$ cat src/rtl/kros_pkg.sv
// Shared constants and the recorder state encoding for the KROS LED pattern blocks
// (throttle, sequencer, pattern recorder).
package kros_pkg;

    localparam int KROS_DATA_W = 10;
    localparam int KROS_ADDR_W = 10;
    localparam int KROS_DEPTH  = 1024;

    typedef enum logic [1:0] {
        IDLE  = 2'd0,
        EDIT  = 2'd1,
        WRITE = 2'd2,
        CLEAR = 2'd3
    } rec_state_t;

endpackage

$ cat src/rtl/pattern_recorder_pb_edge.sv
// pb_edge: registers a debounced pushbutton level and emits a 1-cycle pulse
// on the cycle after the register captures a rising level.
module pb_edge (
    input  logic clk,
    input  logic rst,
    input  logic i_level,
    output logic o_rise
);

    logic r_level;
    logic r_level_d;

    // NOTE: clocked state uses <= so both stages sample the pre-edge values; blocking
    // assignments here would collapse the two flops into one and the edge would never be seen.
    always_ff @(posedge clk or posedge rst) begin
        if (rst) begin
            r_level   <= 1'b0;
            r_level_d <= 1'b0;
        end else begin
            r_level   <= i_level;
            r_level_d <= r_level;
        end
    end

    assign o_rise = r_level & ~r_level_d;

endmodule

$ cat src/rtl/pattern_recorder.sv
// pattern_recorder: composes LED patterns from pushbutton events and writes them to the RAM write port.
// Build option: define REC_OVERWRITE_EN to let stores wrap over the oldest word when full.
module pattern_recorder
    import kros_pkg::*;
#(
    parameter int DATA_W = KROS_DATA_W,
    parameter int ADDR_W = KROS_ADDR_W,
    parameter int DEPTH  = KROS_DEPTH
) (
    input  logic              CLK_50,
    input  logic              reset,
    input  logic              rec_en,
    input  logic              pb_toggle,
    input  logic              pb_next,
    input  logic              pb_store,
    input  logic              pb_clear,
    output logic [ADDR_W-1:0] ram_wraddress,
    output logic [DATA_W-1:0] ram_data,
    output logic              ram_wren,
    output logic [DATA_W-1:0] edit_pattern,
    output logic [3:0]        cursor,
    output logic [ADDR_W:0]   seq_len,
    output logic              busy,
    output logic              full,
    output logic              overflow
);

    localparam int              LEN_W     = ADDR_W + 1;
    localparam logic [ADDR_W-1:0] LAST_ADDR = ADDR_W'(DEPTH - 1);
    localparam logic [LEN_W-1:0]  LEN_FULL  = LEN_W'(DEPTH);
    localparam logic [3:0]        LAST_BIT  = 4'(DATA_W - 1);

    logic w_ev_toggle;
    logic w_ev_next;
    logic w_ev_store;
    logic w_ev_clear;
    logic w_store_ok;

    logic [LEN_W-1:0]  w_wptr_inc;
    logic [LEN_W-1:0]  w_len_next;
    logic [ADDR_W-1:0] w_wptr_next;

    rec_state_t        r_state;
    logic [ADDR_W-1:0] r_wptr;
    logic [ADDR_W-1:0] r_ram_addr;
    logic [DATA_W-1:0] r_ram_data;
    logic              r_ram_wren;
    logic [DATA_W-1:0] r_edit;
    logic [3:0]        r_cursor;
    logic [LEN_W-1:0]  r_seq_len;
    logic              r_busy;
    logic              r_full;
    logic              r_overflow;

    pb_edge u_pb_toggle (.clk(CLK_50), .rst(reset), .i_level(pb_toggle), .o_rise(w_ev_toggle));
    pb_edge u_pb_next   (.clk(CLK_50), .rst(reset), .i_level(pb_next),   .o_rise(w_ev_next));
    pb_edge u_pb_store  (.clk(CLK_50), .rst(reset), .i_level(pb_store),  .o_rise(w_ev_store));
    pb_edge u_pb_clear  (.clk(CLK_50), .rst(reset), .i_level(pb_clear),  .o_rise(w_ev_clear));

`ifdef REC_OVERWRITE_EN
    assign w_store_ok = 1'b1;
`else
    assign w_store_ok = ~r_full;
`endif

    assign w_wptr_inc  = {1'b0, r_wptr} + 1'b1;
    assign w_len_next  = (w_wptr_inc > r_seq_len) ? w_wptr_inc : r_seq_len;
    assign w_wptr_next = (r_wptr == LAST_ADDR) ? '0 : r_wptr + 1'b1;

    always_ff @(posedge CLK_50 or posedge reset) begin
        if (reset) begin
            r_state    <= IDLE;
            r_wptr     <= '0;
            r_ram_addr <= '0;
            r_ram_data <= '0;
            r_ram_wren <= 1'b0;
            r_edit     <= '0;
            r_cursor   <= '0;
            r_seq_len  <= '0;
            r_busy     <= 1'b0;
            r_full     <= 1'b0;
            r_overflow <= 1'b0;
        end else begin
            case (r_state)
                IDLE: begin
                    if (rec_en) r_state <= EDIT;
                end
                EDIT: begin
                    // Leaving record mode wins over any event in the same cycle.
                    if (!rec_en) begin
                        r_state <= IDLE;
                    end else if (w_ev_clear) begin
                        r_state    <= CLEAR;
                        r_ram_wren <= 1'b1;
                        r_ram_addr <= '0;
                        r_ram_data <= '0;
                        r_busy     <= 1'b1;
                    end else if (w_ev_store) begin
                        if (w_store_ok) begin
                            r_state    <= WRITE;
                            r_ram_wren <= 1'b1;
                            r_ram_addr <= r_wptr;
                            r_ram_data <= r_edit;
                            r_busy     <= 1'b1;
                        end else begin
                            r_overflow <= 1'b1;
                        end
                    end else if (w_ev_toggle) begin
                        r_edit[r_cursor] <= ~r_edit[r_cursor];
                    end else if (w_ev_next) begin
                        r_cursor <= (r_cursor == LAST_BIT) ? 4'd0 : r_cursor + 4'd1;
                    end
                end
                WRITE: begin
                    r_state    <= EDIT;
                    r_ram_wren <= 1'b0;
                    r_busy     <= 1'b0;
                    r_wptr     <= w_wptr_next;
                    r_seq_len  <= w_len_next;
                    r_full     <= (w_len_next == LEN_FULL);
                end
                CLEAR: begin
                    if (r_ram_addr == LAST_ADDR) begin
                        r_state    <= EDIT;
                        r_ram_wren <= 1'b0;
                        r_busy     <= 1'b0;
                        r_wptr     <= '0;
                        r_seq_len  <= '0;
                        r_full     <= 1'b0;
                        r_overflow <= 1'b0;
                        r_edit     <= '0;
                    end else begin
                        r_ram_addr <= r_ram_addr + 1'b1;
                    end
                end
                default: r_state <= IDLE;
            endcase
        end
    end

    assign ram_wraddress = r_ram_addr;
    assign ram_data      = r_ram_data;
    assign ram_wren      = r_ram_wren;
    assign edit_pattern  = r_edit;
    assign cursor        = r_cursor;
    assign seq_len       = r_seq_len;
    assign busy          = r_busy;
    assign full          = r_full;
    assign overflow      = r_overflow;

endmodule

$ cat config.mk
export PLATFORM = sky130hd
export DESIGN_NAME = pattern_recorder
export DESIGN_NICKNAME = d
export VERILOG_FILES = /design/src/rtl/kros_pkg.sv /design/src/rtl/pattern_recorder_pb_edge.sv /design/src/rtl/pattern_recorder.sv
export SDC_FILE = /design/constraint.sdc
export NUM_CORES = 1
export LEC_CHECK = 0
export CAP_MARGIN = 20
export CORE_MARGIN = 2
export CORE_UTILIZATION = 49
export CTS_CLUSTER_SIZE = 24
export DETAILED_ROUTE_END_ITERATION = 12
export MAX_ROUTING_LAYER = met4
export PLACE_DENSITY_LB_ADDON = 0.3
export SYNTH_ARGS = -nofsm -noshare
export SYNTH_HDL_FRONTEND = slang
export SYNTH_SLANG_ARGS = --single-unit
$ cat constraint.sdc
create_clock -name CLK_50 -period 3.9 [get_ports CLK_50]
set_clock_uncertainty 0.15 [all_clocks]
set_input_delay 0.39 -clock CLK_50 [delete_from_list [all_inputs] [get_ports CLK_50]]
set_output_delay 0.39 -clock CLK_50 [all_outputs]
set_load 0.005 [all_outputs]
==> qor.yml <==
stdcell_area_mm2: 0.00452
synthTopCellsByCount: "68 x dfrtp_1, 54 x nand2_1, 36 x o21ai_0"
ir_drop_uv: 499
period_minus_slack_ns: 3.48
grt-ovfl-total: 0
hold_viol_final: 0
p_switching_uw: 987
routabilityCongestion: 0.891
drcViolationCount: 0
total_power_uw: 2750
path_depth: 13
postCtsSetupBuffers: 0
ant_nets: 0
vias_per_cell: 5.64
antenna_found_initial: 0
cts_buffers: 9
cp-start-kind: "flop"
avgSynthCellArea_um2: 9.15
drive_gt1_share_pct: 7.66
tns_ns: 0
p_seq_share_pct: 38.2
outcome: "complete, no violations"
die_h_um: 90.5
ys_top_cells_by_area: "dfrtp_1 46%, nand2_1 5.5%, o21ai_0 4.9%"
die_w_um: 90.5
max_freq_mhz: 287
yosys_warnings: 0
post-dp-hpwl_um: 6100
cp_common_cell: "and3_1"
dr.pass1.iters: 7
syn_to_final_growth_pct: 23.2
synth_enable_flop_cells: 0
p_leak_uw: 0.00200
ff2ff_path_depth: 13
cts_num_sinks: 68
setup.worst_path.end_class: "flop"
worstSkewPairLatency_ns: 0.34
worstHoldPathType: "reg -> reg"
cp.arrival_ns: 3.57
rsz0062_at_grt: "no"
synthDominantCellAreaShare_pct: 46.4
start_util_pct: 50.6
combPwrFrac_pct: 38.5
drtIter0Drc: 152
period_share_pct: 89.2
cp_slowest_cell: "dfrtp_1"
tritoncts: "built"
path_clk_slew_ns: 0.08
post-synth-top-count-cell: "dfrtp_1"
place_ws_ns: 0.519
ys.flop_type: "dfrtp_1"
slew_headroom_pct: 42.8
ctsHoldBuffers: 0
n_fill_cell: 666
synth_area_leader_cell: "dfrtp_1"
stdcell_count: 556
cts_resized: 0
synthesis.area_mm2: 0.00367
portBuffers: 55
grt.total_usage_pct: 21.9
fin_ws_ns: 0.419
clk_path_buf_depth: 2
maxCapViolCount: 0
whs_path_depth: 0
grt_max_degree: 43
core_region_area_mm2: 0.00725
synth_cell_types: 53
slowest_delay_ns: 0.50
multi_input_area_mm2: 0.00178
htreeDepth: 3
ios: 56
synth_seq_cells: 68
critPathKind: "reg -> reg"
synth_fp_nets: 421
via_count: 3137
regArea_mm2: 0.00170
grt_pass1_wl_um: 14200
num_antenna_cells: 0
routedWlPerCell_um: 15.1
wl_um: 8400
powerDensity_mw_per_mm2: 610
maxSlewViolCount: 0
place_inst: 540
place_area_mm2: 0.00429
crit_chain: "and3_1 -> and3_1 -> and3_1 -> xnor2_1 -> inv_1 -> ha_1 -> a211oi_1 -> nor2_1 -> a2111oi_0 -> buf_4 -> nor3_2 -> buf_4 -> o31ai_1"
ys_seq_area_share_pct: 46.4
worst_pin_slew_ns: 0.857
setup_viol: 0
cts-root-buf: "clkbuf_8"
rows: 31
netlist_instances: 401
power.internal_uw: 1770
dieArea_mm2: 0.00819
path_max_fanout: 19
p_clk_share_pct: 23.4
layout.nets: 472
swShare_pct: 35.8
path_buf_inv: 3
grt_pass1_vias: 2941
postSynth.asyncResetShare_pct: 100
cp.required_ns: 3.99
crit_family: "simple AND/OR/NAND/NOR gates"
-- metrics by stage --
stage	hold WS, ns	util (%)
after global routing	0.249	62.3
after floorplan	0.204	-
after detailed placement	0.221	59.2
after global placement	0.216	59.2
final	0.238	62.3
after CTS	0.243	62.3
-- cell type report --
class,count,area share [%]
Sequential cell,68,37.7
Clock inverter,7,2.19
Tap cell,99,2.74
Multi-Input combinational cell,288,39.3
Clock buffer,9,2.74
Timing Repair Buffer,63,13.5
Inverter,22,1.83
-- worst register-to-register path, stage by stage, from the launching register on --
cell and delay [ns]:
dfrtp_1 0.50, and3_1 0.28, and3_1 0.30, and3_1 0.21, xnor2_1 0.14, inv_1 0.09
ha_1 0.29, a211oi_1 0.25, nor2_1 0.08, a2111oi_0 0.37, buf_4 0.20, nor3_2 0.04
buf_4 0.21, o31ai_1 0.26
-- power groups by stage --
stage / clock network, µW / logic [µW] / registers (µW)
after floorplan: 0 / 680 / 988
after detailed placement: 0 / 1050 / 1060
after global routing: 686 / 1170 / 1080
after global placement: 0 / 1030 / 1060
final: 644 / 1060 / 1050
after CTS: 654 / 1060 / 1050
-- logic make-up (layout without fill, tap and decap cells) --
family          Yosys count  in the layout  share of synthesized area (%)
xor+xnor                 11             11                           2.63
fa+ha+maj                13             13                           4.44
compound gates          111            111                           19.0
mux                       7              7                           2.32
simple gates            146            146                           20.0
buf+inv                  45            101                           5.19
flops                    68             68                           46.4
-- layer usage --
| metal | track usage (%) | vias to the layer above | routed length (µm) | share of wire (%) |
|---|---|---|---|---|
| li1 | - | 1527 | - | - |
| met1 | 30.6 | 1508 | 4040 | 48 |
| met2 | 33.0 | 94 | 3920 | 47 |
| met3 | 4.17 | 8 | 359 | 4.3 |
| met4 | 6.03 | 0 | 80 | 0.95 |
| met5 | - | - | 0 | 0 |
-- sequential cells by signal, summed over array words and instances (netlist names) --
| signal | cells |
|---|---|
| u_pb_toggle.r_level_d | 1 |
| u_pb_clear.r_level_d | 1 |
| r_state | 2 |
| cursor | 4 |
| u_pb_next.r_level_d | 1 |
| ram_data | 10 |
| u_pb_clear.r_level | 1 |
| u_pb_store.r_level | 1 |
| ram_wraddress | 10 |
| r_wptr | 10 |
| full | 1 |
| overflow | 1 |
| u_pb_toggle.r_level | 1 |
| edit_pattern | 10 |
| busy | 1 |
| u_pb_next.r_level | 1 |
| u_pb_store.r_level_d | 1 |
| seq_len | 11 |
-- placed cells by master (no fill, tap or decap), drive strengths merged, types with 4 or more instances in the layout --
cell type,count
a21oi,22
nor2,19
xnor2,6
inv,23
and3,10
ha,13
buf,8
o21ai,39
nand2b,10
nor3,13
a22oi,4
clkdlybuf4s50,55
xor2,5
a21o,7
o31ai,9
nor4,4
clkbuf,9
nand4,5
a31oi,5
dfrtp,68
a22o,7
nand3,14
nor2b,5
mux2i,4
nand2,54
-- path summary, 6_finish.rpt --
kind,end,slack (ns),startpoint
setup / recovery,seq_len[4]$_DFFE_PP0P_,0.42,r_wptr[2]$_DFFE_PP0P_
min in group asynchronous,ram_data[2]$_DFFE_PP0P_,0.40,reset
hold reg to reg,u_pb_toggle.r_level_d$_DFF_PP0_,0.24,u_pb_toggle.r_level$_DFF_PP0_
hold / removal,u_pb_toggle.r_level_d$_DFF_PP0_,0.24,u_pb_toggle.r_level$_DFF_PP0_
max in group asynchronous,seq_len[8]$_DFFE_PP0P_,2.33,reset
setup reg to reg,seq_len[4]$_DFFE_PP0P_,0.42,r_wptr[2]$_DFFE_PP0P_
Note: power is estimated with default switching activity, not from simulation.
